===== config.mk =====
export PLATFORM = sky130hd
export DESIGN_NAME = psl_job_mmio_driver_flat
export DESIGN_NICKNAME = d
export VERILOG_FILES = /design/src/rtl/psl_pkg.sv /design/src/rtl/psl_job_mmio_driver_if.sv /design/src/rtl/psl_timeout_counter.sv /design/src/rtl/psl_job_mmio_driver.sv /design/src/flat_wrapper.sv
export SDC_FILE = /design/constraint.sdc
export NUM_CORES = 1
export LEC_CHECK = 0
export CORE_AREA = 4 4 244 151
export DETAILED_ROUTE_END_ITERATION = 10
export DIE_AREA = 0 0 248 155
export GPL_TIMING_DRIVEN = 0
export PLACE_DENSITY_LB_ADDON = 0.05
export SKIP_CTS_REPAIR_TIMING = 1
export SYNTH_ARGS = -nofsm -noshare
export SYNTH_HDL_FRONTEND = slang
export SYNTH_SLANG_ARGS = --single-unit
export TNS_END_PERCENT = 100

===== constraint.sdc =====
create_clock -name ha_pclock -period 9.8 [get_ports ha_pclock]
set_clock_uncertainty 0.1 [all_clocks]
set_input_delay 1.96 -clock ha_pclock [delete_from_list [all_inputs] [get_ports ha_pclock]]
set_output_delay 1.96 -clock ha_pclock [all_outputs]
set_load 0.005 [all_outputs]

===== src/rtl/psl_pkg.sv =====
// rtl/psl_pkg.sv - shared types, job command constants and odd-parity helpers for the PSL-side driver
package psl_pkg;

    typedef enum logic [1:0] {
        OP_JRESET = 2'b00,
        OP_JSTART = 2'b01,
        OP_MMWR   = 2'b10,
        OP_MMRD   = 2'b11
    } op_e;

    typedef enum logic [1:0] {
        STAT_OK      = 2'b00,
        STAT_TIMEOUT = 2'b01,
        STAT_PARITY  = 2'b10
    } status_e;

    typedef enum logic [1:0] {
        S_IDLE  = 2'b00,
        S_ISSUE = 2'b01,
        S_WAIT  = 2'b10,
        S_RESP  = 2'b11
    } state_e;

    localparam logic [7:0] JCOM_RESET = 8'h80;
    localparam logic [7:0] JCOM_START = 8'h90;

    typedef struct packed {
        logic [0:7]  com;
        logic        compar;
        logic [0:63] ea;
        logic        eapar;
    } job_cmd_t;

    typedef struct packed {
        logic        cfg;
        logic        rnw;
        logic        dw;
        logic [0:23] ad;
        logic        adpar;
        logic [0:63] data;
        logic        datapar;
    } mm_cmd_t;

    function automatic logic odd_par8(input logic [0:7] v);
        return ~^v;
    endfunction

    function automatic logic odd_par24(input logic [0:23] v);
        return ~^v;
    endfunction

    function automatic logic odd_par64(input logic [0:63] v);
        return ~^v;
    endfunction

endpackage


===== src/rtl/psl_job_mmio_driver_if.sv =====
// rtl/psl_job_mmio_driver_if.sv - request/response port plus AFU job/MMIO wires seen by the driver
interface psl_job_mmio_driver_if;
    logic        req_valid;
    logic        req_ready;
    logic [0:1]  req_op;
    logic        req_cfg;
    logic        req_dw;
    logic [0:23] req_addr;
    logic [0:63] req_data;

    logic        rsp_valid;
    logic        rsp_ready;
    logic [0:1]  rsp_status;
    logic [0:63] rsp_data;

    logic        ha_jval;
    logic [0:7]  ha_jcom;
    logic        ha_jcompar;
    logic [0:63] ha_jea;
    logic        ha_jeapar;

    logic        ha_mmval;
    logic        ha_mmcfg;
    logic        ha_mmrnw;
    logic        ha_mmdw;
    logic [0:23] ha_mmad;
    logic        ha_mmadpar;
    logic [0:63] ha_mmdata;
    logic        ha_mmdatapar;

    logic        ah_jrunning;
    logic        ah_jdone;
    logic        ah_mmack;
    logic [0:63] ah_mmdata;
    logic        ah_mmdatapar;
    logic        ah_paren;

    modport master (
        input  req_valid, req_op, req_cfg, req_dw, req_addr, req_data, rsp_ready,
        input  ah_jrunning, ah_jdone, ah_mmack, ah_mmdata, ah_mmdatapar, ah_paren,
        output req_ready, rsp_valid, rsp_status, rsp_data,
        output ha_jval, ha_jcom, ha_jcompar, ha_jea, ha_jeapar,
        output ha_mmval, ha_mmcfg, ha_mmrnw, ha_mmdw, ha_mmad, ha_mmadpar, ha_mmdata, ha_mmdatapar
    );

    modport slave (
        output req_valid, req_op, req_cfg, req_dw, req_addr, req_data, rsp_ready,
        output ah_jrunning, ah_jdone, ah_mmack, ah_mmdata, ah_mmdatapar, ah_paren,
        input  req_ready, rsp_valid, rsp_status, rsp_data,
        input  ha_jval, ha_jcom, ha_jcompar, ha_jea, ha_jeapar,
        input  ha_mmval, ha_mmcfg, ha_mmrnw, ha_mmdw, ha_mmad, ha_mmadpar, ha_mmdata, ha_mmdatapar
    );
endinterface


===== src/rtl/psl_timeout_counter.sv =====
// rtl/psl_timeout_counter.sv - WAIT-state cycle counter flagging the last allowed cycle
module psl_timeout_counter #(
    parameter int TIMEOUT_CYCLES = 256,
    parameter int CNT_W          = 9
) (
    input  logic clk_i,
    input  logic rst_i,
    input  logic clear_i,
    input  logic enable_i,
    output logic expired_o
);
    logic [CNT_W-1:0] cnt_q, cnt_d;

    // Saturates at the last cycle so a stalled enable can never wrap back to zero.
    always_comb begin
        cnt_d = cnt_q;
        if (clear_i) begin
            cnt_d = '0;
        end else if (enable_i && !expired_o) begin
            cnt_d = cnt_q + CNT_W'(1);
        end
    end

    always_ff @(posedge clk_i or posedge rst_i) begin
        if (rst_i) begin
            cnt_q <= '0;
        end else begin
            cnt_q <= cnt_d;
        end
    end

    assign expired_o = (cnt_q == CNT_W'(TIMEOUT_CYCLES - 1));
endmodule


===== src/rtl/psl_job_mmio_driver.sv =====
// rtl/psl_job_mmio_driver.sv - host-side initiator issuing one job/MMIO request at a time to the AFU
module psl_job_mmio_driver
    import psl_pkg::*;
#(
    parameter int TIMEOUT_CYCLES = 256,
    parameter int CNT_W          = 9
) (
    input logic                    ha_pclock,
    input logic                    ha_reset,
    psl_job_mmio_driver_if.master  bus
);
    state_e      state_q, state_d;
    op_e         op_q, op_d;
    job_cmd_t    job_q, job_d;
    mm_cmd_t     mm_q, mm_d;
    status_e     status_q, status_d;
    logic [0:63] rdata_q, rdata_d;

    logic is_mmio;
    logic afu_done;
    logic rd_par_bad;
    logic expired;

    assign is_mmio    = (op_q == OP_MMWR) || (op_q == OP_MMRD);
    assign afu_done   = ((op_q == OP_JRESET) && bus.ah_jdone)
                     || ((op_q == OP_JSTART) && bus.ah_jrunning)
                     || (is_mmio && bus.ah_mmack);
    assign rd_par_bad = bus.ah_paren && (bus.ah_mmdatapar != odd_par64(bus.ah_mmdata));

    psl_timeout_counter #(
        .TIMEOUT_CYCLES (TIMEOUT_CYCLES),
        .CNT_W          (CNT_W)
    ) u_timeout (
        .clk_i     (ha_pclock),
        .rst_i     (ha_reset),
        .clear_i   (state_q == S_ISSUE),
        .enable_i  (state_q == S_WAIT),
        .expired_o (expired)
    );

    always_comb begin
        state_d  = state_q;
        op_d     = op_q;
        job_d    = job_q;
        mm_d     = mm_q;
        status_d = status_q;
        rdata_d  = rdata_q;
        unique case (state_q)
            S_IDLE: begin
                if (bus.req_valid) begin
                    op_d    = op_e'(bus.req_op);
                    state_d = S_ISSUE;
                    // Only the field set of the accepted op is reloaded; the other bus keeps its last values.
                    if (!bus.req_op[0]) begin
                        job_d.com    = bus.req_op[1] ? JCOM_START : JCOM_RESET;
                        job_d.compar = odd_par8(job_d.com);
                        job_d.ea     = bus.req_data;
                        job_d.eapar  = odd_par64(bus.req_data);
                    end else begin
                        mm_d.cfg     = bus.req_cfg;
                        mm_d.rnw     = bus.req_op[0] & bus.req_op[1];
                        mm_d.dw      = bus.req_dw;
                        mm_d.ad      = bus.req_addr;
                        mm_d.adpar   = odd_par24(bus.req_addr);
                        mm_d.data    = bus.req_data;
                        mm_d.datapar = odd_par64(bus.req_data);
                    end
                end
            end
            S_ISSUE: state_d = S_WAIT;
            S_WAIT: begin
                if (afu_done) begin
                    state_d  = S_RESP;
                    status_d = (op_q == OP_MMRD && rd_par_bad) ? STAT_PARITY : STAT_OK;
                    rdata_d  = (op_q == OP_MMRD) ? bus.ah_mmdata : '0;
                end else if (expired) begin
                    state_d  = S_RESP;
                    status_d = STAT_TIMEOUT;
                    rdata_d  = '0;
                end
            end
            S_RESP: begin
                if (bus.rsp_ready) state_d = S_IDLE;
            end
            default: state_d = S_IDLE;
        endcase
    end

    always_ff @(posedge ha_pclock or posedge ha_reset) begin
        if (ha_reset) begin
            state_q  <= S_IDLE;
            op_q     <= OP_JRESET;
            job_q    <= '0;
            mm_q     <= '0;
            status_q <= STAT_OK;
            rdata_q  <= '0;
        end else begin
            state_q  <= state_d;
            op_q     <= op_d;
            job_q    <= job_d;
            mm_q     <= mm_d;
            status_q <= status_d;
            rdata_q  <= rdata_d;
        end
    end

    assign bus.req_ready    = (state_q == S_IDLE);
    assign bus.rsp_valid    = (state_q == S_RESP);
    assign bus.rsp_status   = status_q;
    assign bus.rsp_data     = rdata_q;
    assign bus.ha_jval      = (state_q == S_ISSUE) && !is_mmio;
    assign bus.ha_jcom      = job_q.com;
    assign bus.ha_jcompar   = job_q.compar;
    assign bus.ha_jea       = job_q.ea;
    assign bus.ha_jeapar    = job_q.eapar;
    assign bus.ha_mmval     = (state_q == S_ISSUE) && is_mmio;
    assign bus.ha_mmcfg     = mm_q.cfg;
    assign bus.ha_mmrnw     = mm_q.rnw;
    assign bus.ha_mmdw      = mm_q.dw;
    assign bus.ha_mmad      = mm_q.ad;
    assign bus.ha_mmadpar   = mm_q.adpar;
    assign bus.ha_mmdata    = mm_q.data;
    assign bus.ha_mmdatapar = mm_q.datapar;
endmodule

===== src/flat_wrapper.sv =====
// flat-port wrapper written by rule: the top's interface ports become plain ports
module psl_job_mmio_driver_flat import psl_pkg::*;
#(
    parameter int TIMEOUT_CYCLES = 256,
    parameter int CNT_W          = 9
)
  (ha_pclock, ha_reset, bus_req_valid, bus_req_op, bus_req_cfg, bus_req_dw, bus_req_addr, bus_req_data, bus_rsp_ready, bus_ah_jrunning, bus_ah_jdone, bus_ah_mmack, bus_ah_mmdata, bus_ah_mmdatapar, bus_ah_paren, bus_req_ready, bus_rsp_valid, bus_rsp_status, bus_rsp_data, bus_ha_jval, bus_ha_jcom, bus_ha_jcompar, bus_ha_jea, bus_ha_jeapar, bus_ha_mmval, bus_ha_mmcfg, bus_ha_mmrnw, bus_ha_mmdw, bus_ha_mmad, bus_ha_mmadpar, bus_ha_mmdata, bus_ha_mmdatapar);
  psl_job_mmio_driver_if bus_i ();
  input logic ha_pclock;
  input logic ha_reset;
  input wire logic [$bits(bus_i.req_valid)-1:0] bus_req_valid;
  input wire logic [$bits(bus_i.req_op)-1:0] bus_req_op;
  input wire logic [$bits(bus_i.req_cfg)-1:0] bus_req_cfg;
  input wire logic [$bits(bus_i.req_dw)-1:0] bus_req_dw;
  input wire logic [$bits(bus_i.req_addr)-1:0] bus_req_addr;
  input wire logic [$bits(bus_i.req_data)-1:0] bus_req_data;
  input wire logic [$bits(bus_i.rsp_ready)-1:0] bus_rsp_ready;
  input wire logic [$bits(bus_i.ah_jrunning)-1:0] bus_ah_jrunning;
  input wire logic [$bits(bus_i.ah_jdone)-1:0] bus_ah_jdone;
  input wire logic [$bits(bus_i.ah_mmack)-1:0] bus_ah_mmack;
  input wire logic [$bits(bus_i.ah_mmdata)-1:0] bus_ah_mmdata;
  input wire logic [$bits(bus_i.ah_mmdatapar)-1:0] bus_ah_mmdatapar;
  input wire logic [$bits(bus_i.ah_paren)-1:0] bus_ah_paren;
  output wire logic [$bits(bus_i.req_ready)-1:0] bus_req_ready;
  output wire logic [$bits(bus_i.rsp_valid)-1:0] bus_rsp_valid;
  output wire logic [$bits(bus_i.rsp_status)-1:0] bus_rsp_status;
  output wire logic [$bits(bus_i.rsp_data)-1:0] bus_rsp_data;
  output wire logic [$bits(bus_i.ha_jval)-1:0] bus_ha_jval;
  output wire logic [$bits(bus_i.ha_jcom)-1:0] bus_ha_jcom;
  output wire logic [$bits(bus_i.ha_jcompar)-1:0] bus_ha_jcompar;
  output wire logic [$bits(bus_i.ha_jea)-1:0] bus_ha_jea;
  output wire logic [$bits(bus_i.ha_jeapar)-1:0] bus_ha_jeapar;
  output wire logic [$bits(bus_i.ha_mmval)-1:0] bus_ha_mmval;
  output wire logic [$bits(bus_i.ha_mmcfg)-1:0] bus_ha_mmcfg;
  output wire logic [$bits(bus_i.ha_mmrnw)-1:0] bus_ha_mmrnw;
  output wire logic [$bits(bus_i.ha_mmdw)-1:0] bus_ha_mmdw;
  output wire logic [$bits(bus_i.ha_mmad)-1:0] bus_ha_mmad;
  output wire logic [$bits(bus_i.ha_mmadpar)-1:0] bus_ha_mmadpar;
  output wire logic [$bits(bus_i.ha_mmdata)-1:0] bus_ha_mmdata;
  output wire logic [$bits(bus_i.ha_mmdatapar)-1:0] bus_ha_mmdatapar;
  assign bus_i.req_valid = bus_req_valid;
  assign bus_i.req_op = bus_req_op;
  assign bus_i.req_cfg = bus_req_cfg;
  assign bus_i.req_dw = bus_req_dw;
  assign bus_i.req_addr = bus_req_addr;
  assign bus_i.req_data = bus_req_data;
  assign bus_i.rsp_ready = bus_rsp_ready;
  assign bus_i.ah_jrunning = bus_ah_jrunning;
  assign bus_i.ah_jdone = bus_ah_jdone;
  assign bus_i.ah_mmack = bus_ah_mmack;
  assign bus_i.ah_mmdata = bus_ah_mmdata;
  assign bus_i.ah_mmdatapar = bus_ah_mmdatapar;
  assign bus_i.ah_paren = bus_ah_paren;
  assign bus_req_ready = bus_i.req_ready;
  assign bus_rsp_valid = bus_i.rsp_valid;
  assign bus_rsp_status = bus_i.rsp_status;
  assign bus_rsp_data = bus_i.rsp_data;
  assign bus_ha_jval = bus_i.ha_jval;
  assign bus_ha_jcom = bus_i.ha_jcom;
  assign bus_ha_jcompar = bus_i.ha_jcompar;
  assign bus_ha_jea = bus_i.ha_jea;
  assign bus_ha_jeapar = bus_i.ha_jeapar;
  assign bus_ha_mmval = bus_i.ha_mmval;
  assign bus_ha_mmcfg = bus_i.ha_mmcfg;
  assign bus_ha_mmrnw = bus_i.ha_mmrnw;
  assign bus_ha_mmdw = bus_i.ha_mmdw;
  assign bus_ha_mmad = bus_i.ha_mmad;
  assign bus_ha_mmadpar = bus_i.ha_mmadpar;
  assign bus_ha_mmdata = bus_i.ha_mmdata;
  assign bus_ha_mmdatapar = bus_i.ha_mmdatapar;
  psl_job_mmio_driver #(.TIMEOUT_CYCLES(TIMEOUT_CYCLES), .CNT_W(CNT_W)) u_core (.ha_pclock(ha_pclock), .ha_reset(ha_reset), .bus(bus_i));
endmodule

### Word-level counts from Yosys, hierarchy flattened

Cells that the tools add are included.

* bits in latches: 0
* memories: 0
* word-level logic and storage cells: 70
* bits in read-only memories: 0
* bits of input ports: 165
* register bits: 246
* memory bits (writable): 0

* order comparisons: 0
* div/mod/pow operators: 0
* shift operators: 0
* multipliers: 0
* add/subtract/negate cells: 1
* bitwise operators: 2
* eq/ne operators: 11
* reductions and logical operators: 26
* multiplexer cells: 14

Operator list (number)
* two-way mux 64 bit: 3
* XNOR reduction 64 bit: 2
* XNOR reduction 24 bit: 1
* two-way mux 9 bit: 2
* two-way mux 2 bit: 7
* adder 9 x 1 -> 9 bit (second input constant): 1
* == test 9 x 8 -> 1 bit (second input constant): 1
* AND reduction 3 bit: 3
* == test 2 bit (second input constant): 4
* logical AND 1 bit: 8
* case mux 2 bit (4 select lines): 1
* XNOR reduction 8 bit: 1
* two-way mux 5 bit: 1
* == test 2 x 1 -> 1 bit (second input constant): 2
* logical NOT 2 bit: 2
* != test 2 bit (second input constant): 2
* AND reduction 2 bit: 2
* nonzero test 2 bit: 2
* logical OR 1 bit: 3
* != test 3 x 1 -> 1 bit (second input constant): 1
* logical NOT 1 bit: 2
* bitwise AND 1 bit: 1
* != test 1 bit: 1
* NOT 1 bit: 1

### Depth between registers and ports, before layout

Gate-level depths: netlist of the first run.

* word-level depth: 6
* mapped depth: 10

### Cells and area by module

A second synthesis of the first run with hierarchy kept.

* cells, all modules: 726
* area, all modules: 10297.4 µm²

By module, submodules not included
* psl_job_mmio_driver: times used 1, area an instance 9818.2 µm², sequential area each 5755.5 µm², cells an instance 678
* psl_timeout_counter: times used 1, area an instance 479.2 µm², sequential area each 225.2 µm², cells an instance 48

### Least setup slack after synthesis of the first run

OpenSTA, ideal clock, no wires.

* path kind: input -> register
* start point: in bus_ah_mmdata[11]
* end point: reg u_core.status_q[1] (netlist: u_core.bus.rsp_status[0])
* library setup time: 0.122 ns
* path slack: 6.241 ns
* stages on the path: 7
* data arrival time: 3.337 ns
* data required time: 9.578 ns
* path buffers: 0
* path through: xor2_1 -> xnor2_1 -> xnor2_1 -> xnor2_1 -> xnor3_1 -> xnor2_1 -> a32o_1

* word-level cells in the longest chain between the ends: 6

Ends and longest elaborated chain
* from (decl): RTL line flat_wrapper.sv:21 `input wire logic [$bits(bus_i.ah_mmdata)-1:0] bus_ah_mmdata;`
* XNOR reduction 64 bit: RTL line psl_pkg.sv:53 `return ~^v;`
* != test 1 bit: RTL line psl_job_mmio_driver.sv:28 `assign rd_par_bad = bus.ah_paren && (bus.ah_mmdatapar != odd_par64(bus.ah_mmdata));`
* logical AND 1 bit: RTL line psl_job_mmio_driver.sv:28
* logical AND 1 bit: RTL line psl_job_mmio_driver.sv:74 `status_d = (op_q == OP_MMRD && rd_par_bad) ? STAT_PARITY : STAT_OK;`
* two-way mux 2 bit: RTL line psl_job_mmio_driver.sv:74
* two-way mux 2 bit: RTL line psl_job_mmio_driver.sv:72 `if (afu_done) begin`
* to (signal assigned): RTL line psl_job_mmio_driver.sv:102 `status_q <= status_d;`
* to (decl): RTL line psl_job_mmio_driver.sv:16 `status_e status_q, status_d;`

Every way passes these cells.
A chain may end at the register's enable or synchronous reset.

### Worst setup path in the final report of the first run

* start point: reg u_core.state_q[1]
* end point: out bus_ha_mmval

* word-level cells in the longest chain between the ends: 2

Ends and longest elaborated chain
* from (decl): RTL line psl_job_mmio_driver.sv:12 `state_e state_q, state_d;`
* from (signal assigned): RTL line psl_job_mmio_driver.sv:98 `state_q <= state_d;`
* == test 2 x 1 -> 1 bit: RTL line psl_job_mmio_driver.sv:116 `assign bus.ha_mmval = (state_q == S_ISSUE) && is_mmio;`
* logical AND 1 bit: RTL line psl_job_mmio_driver.sv:116
* to (decl): RTL line flat_wrapper.sv:33 `output wire logic [$bits(bus_i.ha_mmval)-1:0] bus_ha_mmval;`

Every way passes these cells.

==> results of run 1 <==
==> power groups by stage <==
stage | registers [mW] | clock network [mW] | logic [mW]
3_5_place_dp | 1.72 | 0 | 2.16
4_1_cts | 1.72 | 1.11 | 2.17
2_1_floorplan | 1.75 | 0 | 0.787
3_3_place_gp | 1.72 | 0 | 2.15
5_1_grt | 1.78 | 1.15 | 2.27
6_report | 1.72 | 1.07 | 2.12
==> metrics by stage <==
stage                     std cells  setup TNS, ns
after global placement         1587        -657.22
after floorplan                 725              0
after CTS                      1638              0
final                          1639              0
after detailed placement       1589              0
after global routing           1639              0
==> placed cells by master, fill, tap and decap left out, types with 3 or more instances in the layout <==
cell	synthesis	routed
bufinv_16	0	3
xor2_1	22	22
mux2_2	157	157
ha_1	6	6
clkbuf_16	0	27
conb_1	1	6
nor2b_1	3	3
a21oi_1	4	4
a22o_1	64	64
nand2_1	11	11
clkinv_2	0	6
clkbuf_1	22	24
buf_1	10	10
dfrtp_1	239	239
clkdlybuf4s50_1	0	395
clkbuf_8	0	9
nand4_1	3	3
o21ai_0	7	7
buf_4	7	7
nor2_1	8	8
xnor2_1	130	130
inv_1	6	5
==> worst max-delay path, delay by kind of cell (launching register included) <==
kind	cells	cell delay [ns]
and+or+nand+nor	1	0.19
buffers and inverters	3	1.00
adders and majority gates	1	0.18
DFF	1	0.39
==> layer usage <==
layer	vias to the layer above	part of all wire	wire length, um
li1	3372	-	-
met1	3514	0.45	14300
met2	190	0.46	14700
met3	38	0.076	2430
met4	4	0.018	574
met5	-	0.00084	27
==> path summary, 6_finish.rpt <==
path	from	to	slack (ns)
max	u_core.state_q[1]$_DFFE_PP0P_	bus_ha_mmval	5.44
min	u_core.bus.ha_jcom[0]$_DFFE_PP0P_	u_core.bus.ha_jcom[0]$_DFFE_PP0P_	0.37
max reg2reg	u_core.state_q[0]$_DFFE_PP0P_	u_core.bus.ha_jea[7]$_DFFE_PP0P_	7.00
min reg2reg	u_core.bus.ha_jcom[0]$_DFFE_PP0P_	u_core.bus.ha_jcom[0]$_DFFE_PP0P_	0.37
max in group asynchronous	ha_reset	u_core.bus.ha_mmdata[63]$_DFFE_PP0P_	6.55
min in group asynchronous	ha_reset	u_core.bus.ha_mmdata[46]$_DFFE_PP0P_	1.67
==> registers in the layout, summed over array words and instances, names as in the netlist <==
signal                   flops
u_core.bus.ha_jea           64
u_core.bus.ha_mmdata        64
u_core.bus.rsp_data         64
u_core.bus.ha_mmad          24
u_core.u_timeout.cnt_q       9
u_core.bus.ha_jcom           2
u_core.bus.rsp_status        2
u_core.op_q                  2
u_core.state_q               2
u_core.bus.ha_jeapar         1
u_core.bus.ha_mmadpar        1
u_core.bus.ha_mmcfg          1
u_core.bus.ha_mmdatapar      1
u_core.bus.ha_mmdw           1
u_core.bus.ha_mmrnw          1
==> logic make-up (layout without fill, tap and decap cells) <==
| group | count (synthesis) | in the layout | synth area share |
|---|---|---|---|
| xor gates and xnor gates | 154 | 154 | 0.134 |
| AOI/OAI and AO/OA | 80 | 80 | 0.0641 |
| buffers and inverters | 47 | 493 | 0.0200 |
| and+or+nand+nor | 34 | 34 | 0.0161 |
| adders and majority gates | 6 | 6 | 0.00733 |
| DFF | 239 | 239 | 0.584 |
| muxes | 159 | 159 | 0.175 |
| other | 1 | 7 | 0.000366 |
==> layout make-up <==
| class | instances | area share |
|---|---|---|
| antenna | 1 | 0.000158 |
| buffer | 41 | 0.0116 |
| clock buffer | 38 | 0.0510 |
| clock inverter | 11 | 0.00863 |
| inverter | 6 | 0.00190 |
| multi-input combinational | 439 | 0.258 |
| sequential | 239 | 0.378 |
| tap | 467 | 0.0370 |
| timing repair buffer | 397 | 0.254 |
==> results.cfg, run 1 <==
[die]
die_area_um2 = 38400
core_um2 = 34500
rows = 53
ios = 402
initial_utilization = 0.297
die_x_um = 248
die_h_um = 155

[worst_setup_path]
critical_path_class = reg2out
cp_data_required_time_ns = 7.74
max_stage_delay_ns = 0.52
arrival_ns = 2.30
cp-start-kind = register
path_cells = inv_1 > ha_1 > clkbuf_1 > and2_1 > clkdlybuf4s50_1
slowest_stage = clkdlybuf4s50_1
rr_worst_depth = 8
end_kind = output port
cp_max_fo = 10

[yosys]
ys_types = 33
syn_inst = 720
synth_warnings = 0
synth_edf_count = 0
syn_avg_cell_area_um2 = 14.2
synth_area_leader_cell = dfrtp_1
ys_async_sr_fraction = 1.00
yosysMostFrequentCell = dfrtp_1
ys_top_cells_by_area = dfrtp_1 58%, mux2_2 17%, xnor2_1 11%
synth_top_area_share = 0.584
syn_area_um2 = 10200
synth_seq_cells = 239
ys_seq_area_frac = 0.584
yosys-top-cells-count = 239 x dfrtp_1, 157 x mux2_2, 130 x xnor2_1
synthFlopType = dfrtp_1

[sta]
max-slew-margin-rel = 0.487
worst_pin_slew_ns = 0.770
setup_ws_ns = 5.44
fmaxAchievable_mhz = 229
period_needed_ns = 4.36
setup_viol = 0
hold_viol_final = 0
holdWs_ns = 0.368
finalMaxSlewViolations = 0
period_share = 0.445
rsz0062_at_grt = no

[placed_design]
dp_hpwl_um = 24200
place.port_buffers = 395
placed_cell_area_um2 = 14900
dp_slack_ns = 5.26
finalWeightedCongestion = 0.750

[global_routing]
top_usage_layer = met2
grt_use_met2 = 0.253
grt_usage = 0.163
grt_pass1_wl_um = 48300
use_met3 = 0.0568
overflow = 0
met1_usage = 0.221
antenna_found_initial = 3
grt_pass1_vias = 7713
grt_max_degree = 112

[routing]
wl_um = 32000
firstDrtPassIters = 4
ant_nets = 0
routedWlPerCell_um = 19.5
num_vias = 7118
drc = 0
drtIter0Drc = 233
routed_via_density = 4.34

[status]
outcome = finished, final reports clean

[cells_and_area]
num-nets-final = 1322
multiInputGateArea_um2 = 4080
drive_above_1_share = 0.186
seqCellArea_um2 = 5980
postLayoutCellArea_um2 = 15800
area_growth_pct = 54.3
fin_util = 0.458
fill_cells = 3228

[cts]
cts-root-buf = clkbuf_16
cts_buffers = 27
cts-htree-levels = 1
insertion_delay_ns = 0.53
numClockSinks = 239
cts_tree = yes
path_clk_slew_ns = 0.06
clk_path_buf_depth = 3

[power_and_ir_drop]
ir_drop_mv = 0.130
comb_power_share = 0.432
switchingPower_mw = 1.42
leakage_nw = 6.54
power_density_nw_per_um2 = 310
total_power_mw = 4.91
clkPwrFrac = 0.218
power.internal_mw = 3.49
pwr-share-seq = 0.350
p_sw_frac = 0.289

[hold_path]
whs_path_depth = 1
hold_class = reg2reg

[run]
drv_cap = 0
(Power assumes the default switching activity.)
==> run 2, diff against run 1 <==
clock period = 4.6 ns   (was 9.8 ns; I/O delays follow)
==> run 2 against run 1 <==
  * Sequential power is 110% higher
  * Wire length barely moved
  * Non-clock buffer count rose by 4
  * Largest power group unchanged
  * Via count up 0.39%
  * Register-to-register slack got worse by 5.3 ns
  * Global-route usage is 0.19 points lower
==> results.cfg, run 2 (synthesis gave the netlist of run 1 again) <==
[power_and_ir_drop]
power.internal_mw = 7.27
ir_drop_mv = 0.295
total_power_mw = 10.2
power_density_nw_per_um2 = 650
p_sw_frac = 0.290
clkPwrFrac = 0.202
comb_power_share = 0.440
pwr-share-seq = 0.357
leakage_nw = 6.51
switchingPower_mw = 2.96

[cells_and_area]
mostFrequentLayoutCell = clkdlybuf4s50_1
area_growth_pct = 53.8
fill_cells = 3245
most-common-layout-cells = 395 x clkdlybuf4s50_1, 239 x dfrtp_1, 157 x mux2_2
antennaDiodeCount = 0
num-nets-final = 1324
drive_above_1_share = 0.184

[global_routing]
grt_pass1_vias = 7629
grt_max_degree = 40
grt_usage = 0.161
overflow = 0
antenna_found_initial = 3
grt_pass1_wl_um = 47800

[worst_setup_path]
critPathTopFamily = buffers and inverters
max_stage_delay_ns = 0.55
cp-start-kind = register
path_buf_inv = 3
path_cells = inv_1 > ha_1 > clkbuf_1 > and2_1 > clkdlybuf4s50_1
slowest_stage = clkdlybuf4s50_1
critical_path_class = reg2out
arrival_ns = 2.28
end_kind = output port
cp_data_required_time_ns = 3.58
cp_max_fo = 10

[cts]
insertion_delay_ns = 0.52
path_clk_slew_ns = 0.06
cts_buffers = 25
cts-root-buf = clkbuf_16
cts-htree-levels = 1
cts_tree = yes
clk_path_buf_depth = 3
numClockSinks = 239

[sta]
period_needed_ns = 3.30
finalMaxSlewViolations = 0
setup_viol = 0
setup_ws_ns = 1.30
period_share = 0.717
rsz0062_at_grt = no
max-slew-margin-rel = 0.521
holdWs_ns = 0.367
hold_viol_final = 0
worst_pin_slew_ns = 0.718
fmaxAchievable_mhz = 303

[routing]
routed_via_density = 4.36
ant_nets = 0
drtIter0Drc = 258
wl_um = 32000
drc = 0
routedWlPerCell_um = 19.5
firstDrtPassIters = 4
num_vias = 7146

[die]
die_x_um = 248
initial_utilization = 0.297
core_um2 = 34500
ios = 402
rows = 53
die_h_um = 155
die_area_um2 = 38400

[placed_design]
place.port_buffers = 395
finalWeightedCongestion = 0.767
dp_slack_ns = 0.993
dp_hpwl_um = 24700

[status]
outcome = finished, final reports clean

[hold_path]
hold_class = reg2reg

[run]
drv_cap = 0
## run 2: cell count changes in the layout (fill, tap and decap cells not counted), sizes merged
cell      before  now
inv            6    5
buf           21   25
clkinv         7    5
diode          1    0
clkbuf        60   59
bufinv         3    2
clkinvlp       1    2
## run 2: worst paths after layout
kind	start	to	slack [ns]	depth (start not counted)
max in group asynchronous	ha_reset	u_core.bus.ha_mmdata[7]$_DFFE_PP0P_	2.63	5
min in group asynchronous	ha_reset	u_core.bus.ha_jea[44]$_DFFE_PP0P_	0.65	2
worst min register to register	u_core.bus.ha_jcom[0]$_DFFE_PP0P_	u_core.bus.ha_jcom[0]$_DFFE_PP0P_	0.37	1
worst max register to register	u_core.state_q[0]$_DFFE_PP0P_	u_core.bus.ha_mmdata[53]$_DFFE_PP0P_	1.71	6
worst min-delay path	u_core.bus.ha_jcom[0]$_DFFE_PP0P_	u_core.bus.ha_jcom[0]$_DFFE_PP0P_	0.37	1
worst max-delay path	u_core.state_q[1]$_DFFE_PP0P_	bus_ha_mmval	1.30	5
## run 2: final cells by class
class | count | area, um2 | share of cell area
Sequential cell | 239 | 5980 | 0.380
Clock inverter | 8 | 92.6 | 0.00588
Tap cell | 467 | 584 | 0.0371
Timing Repair Buffer | 401 | 4070 | 0.259
Clock buffer | 37 | 741 | 0.0470
Buffer | 41 | 183 | 0.0116
Inverter | 6 | 26.3 | 0.00167
Multi-Input combinational cell | 439 | 4080 | 0.259
## run 2: worst register-to-register path, cell delays in order, from the launching register on
cell and delay (ns):
dfrtp_1 0.39, inv_1 0.08, ha_1 0.26, nand3_1 0.33
clkbuf_1 0.58, clkbuf_1 0.62, mux2_2 0.41
## run 2: power by group through the flow
stage | clock network [mW] | registers, mW | logic, mW
2_1_floorplan | 0 | 3.73 | 1.68
3_3_place_gp | 0 | 3.68 | 4.58
3_5_place_dp | 0 | 3.68 | 4.60
4_1_cts | 2.16 | 3.67 | 4.61
5_1_grt | 2.24 | 3.79 | 4.83
6_report | 2.07 | 3.66 | 4.51
## run 2: layer usage
metal  track usage  vias to the layer above  share of wire
met5             0                        -         0.0012
met4        0.0424                        6          0.028
met3        0.0560                       53          0.081
met2         0.241                      214           0.44
met1         0.222                     3497           0.45
li1              -                     3376              -
## run 2: per-stage QoR
stage	setup TNS (ns)	utilization	instances	instance area, um2
2_1_floorplan	0	-	725	10300
3_3_place_gp	-411.95	0.429	1587	14800
4_1_cts	0	0.456	1638	15800
3_5_place_dp	0	0.432	1593	14900
5_1_grt	0	0.456	1638	15800
6_report	0	0.456	1638	15800
==> run 3, diff against run 2 <==
clock period = 2.84 ns   (was 4.6 ns; I/O delays follow)
==> run 3 against run 2 <==
  * Cell count unchanged
  * Wire length hardly changed
  * Worst setup slack lost 1.1 ns
  * First-iteration DRC count rose by 4.7%
  * Sequential power increased by 62%
  * Sequential share of layout area is essentially flat
  * Non-clock buffer count stayed put
  * Final area hardly changed
  * Critical path type is now reg2reg
  * Highest routed layer unchanged
==> results.cfg, run 3 (synthesis gave the netlist of run 1 again) <==
[status]
outcome = finished, final reports clean

[power_and_ir_drop]
clkPwrFrac = 0.202
leakage_nw = 6.54
comb_power_share = 0.441
power_density_nw_per_um2 = 1050
switchingPower_mw = 4.81
total_power_mw = 16.6
p_sw_frac = 0.290
power.internal_mw = 11.8
ir_drop_mv = 0.468
pwr-share-seq = 0.357

[die]
die_area_um2 = 38400
die_x_um = 248
rows = 53
die_h_um = 155
core_um2 = 34500
initial_utilization = 0.297
ios = 402

[cts]
numClockSinks = 239
cts_tree = yes
path_clk_slew_ns = 0.07
cts_buffers = 25
clk_path_buf_depth = 3
cts-root-buf = clkbuf_16
insertion_delay_ns = 0.52
cts-htree-levels = 1

[sta]
max-slew-margin-rel = 0.521
period_share = 0.916
setup_viol = 0
finalMaxSlewViolations = 0
period_needed_ns = 2.60
worst_pin_slew_ns = 0.718
rsz0062_at_grt = no
setup_ws_ns = 0.238
holdWs_ns = 0.297
fmaxAchievable_mhz = 384
hold_viol_final = 0

[global_routing]
grt_usage = 0.161
grt_pass1_vias = 7629
grt_max_degree = 40
antenna_found_initial = 3
overflow = 0
grt_pass1_wl_um = 47800

[routing]
routedWlPerCell_um = 19.5
wl_um = 32000
routed_via_density = 4.36
drtIter0Drc = 270
ant_nets = 0
num_vias = 7148
firstDrtPassIters = 5
drc = 0

[worst_setup_path]
critical_path_class = reg2reg
cp_data_required_time_ns = 3.14
arrival_ns = 2.90
cp_max_fo = 10
cp-start-kind = register
end_kind = register
reg2reg_slack_ns = 0.24

[cells_and_area]
fin_util = 0.456
antennaDiodeCount = 0
num-nets-final = 1324
postLayoutCellArea_um2 = 15800
mostFrequentLayoutCell = clkdlybuf4s50_1
area_growth_pct = 53.9
drive_above_1_share = 0.188
most-common-layout-cells = 394 x clkdlybuf4s50_1, 239 x dfrtp_1, 157 x mux2_2

[placed_design]
finalWeightedCongestion = 0.767
place.port_buffers = 395
placed_cell_area_um2 = 14900
dp_slack_ns = -0.415
dp_hpwl_um = 24700

[hold_path]
hold_class = in2async

[run]
drv_cap = 0
[run 3: changes by cell type in the layout (fill, tap and decap cells not counted), sizes merged]
| cell | change |
|---|---|
| clkbuf | +1 |
| buf | -1 |
| clkdlybuf4s50 | -1 |
| dlymetal6s2s | +1 |
[run 3: final cells by class]
class	count	area, um2
Multi-Input combinational cell	439	4080
Clock inverter	8	92.6
Timing Repair Buffer	401	4080
Buffer	41	191
Tap cell	467	584
Clock buffer	37	741
Fill cell	3245	18800
Sequential cell	239	5980
Inverter	6	26.3
[run 3: per-stage QoR]
stage | cells | TNS (ns)
2_1_floorplan | 725 | -229.88
3_3_place_gp | 1587 | -769.04
3_5_place_dp | 1593 | -22.36
4_1_cts | 1638 | -2.33
5_1_grt | 1638 | 0
6_report | 1638 | 0
[run 3: power groups by stage]
stage | Combinational, mW | Clock, mW | Sequential (mW)
CTS | 7.46 | 3.50 | 5.94
detailed placement | 7.44 | 0 | 5.96
global route | 7.83 | 3.63 | 6.14
global placement | 7.42 | 0 | 5.95
finish | 7.31 | 3.36 | 5.93
floorplan | 2.71 | 0 | 6.03
[run 3: metal layers]
layer | up-vias | track usage | share of wire
met5 | - | 0 | 0.0012
met1 | 3498 | 0.222 | 0.45
li1 | 3378 | - | -
met4 | 6 | 0.0424 | 0.028
met3 | 53 | 0.0560 | 0.081
met2 | 213 | 0.241 | 0.44
[run 3: final timing paths]
path                                              startpoint                                   to  cells past startpoint
setup / recovery               u_core.state_q[0]$_DFFE_PP0P_    u_core.bus.ha_mmad[7]$_DFFE_PP0P_                      6
max in group asynchronous                           ha_reset  u_core.bus.ha_mmdata[7]$_DFFE_PP0P_                      5
min in group ha_pclock     u_core.bus.ha_jcom[0]$_DFFE_PP0P_    u_core.bus.ha_jcom[0]$_DFFE_PP0P_                      1
hold / removal                                      ha_reset    u_core.bus.ha_jea[44]$_DFFE_PP0P_                      2
hold reg to reg            u_core.bus.ha_jcom[0]$_DFFE_PP0P_    u_core.bus.ha_jcom[0]$_DFFE_PP0P_                      1
setup reg to reg               u_core.state_q[0]$_DFFE_PP0P_    u_core.bus.ha_mmad[7]$_DFFE_PP0P_                      6
[run 3: worst max-delay path, stage by stage (launching register included)]
cell      delay (ns)
dfrtp_1         0.40
inv_1           0.08
ha_1            0.27
nand3_1         0.33
clkbuf_2        0.39
clkbuf_1        0.51
mux2_2          0.41
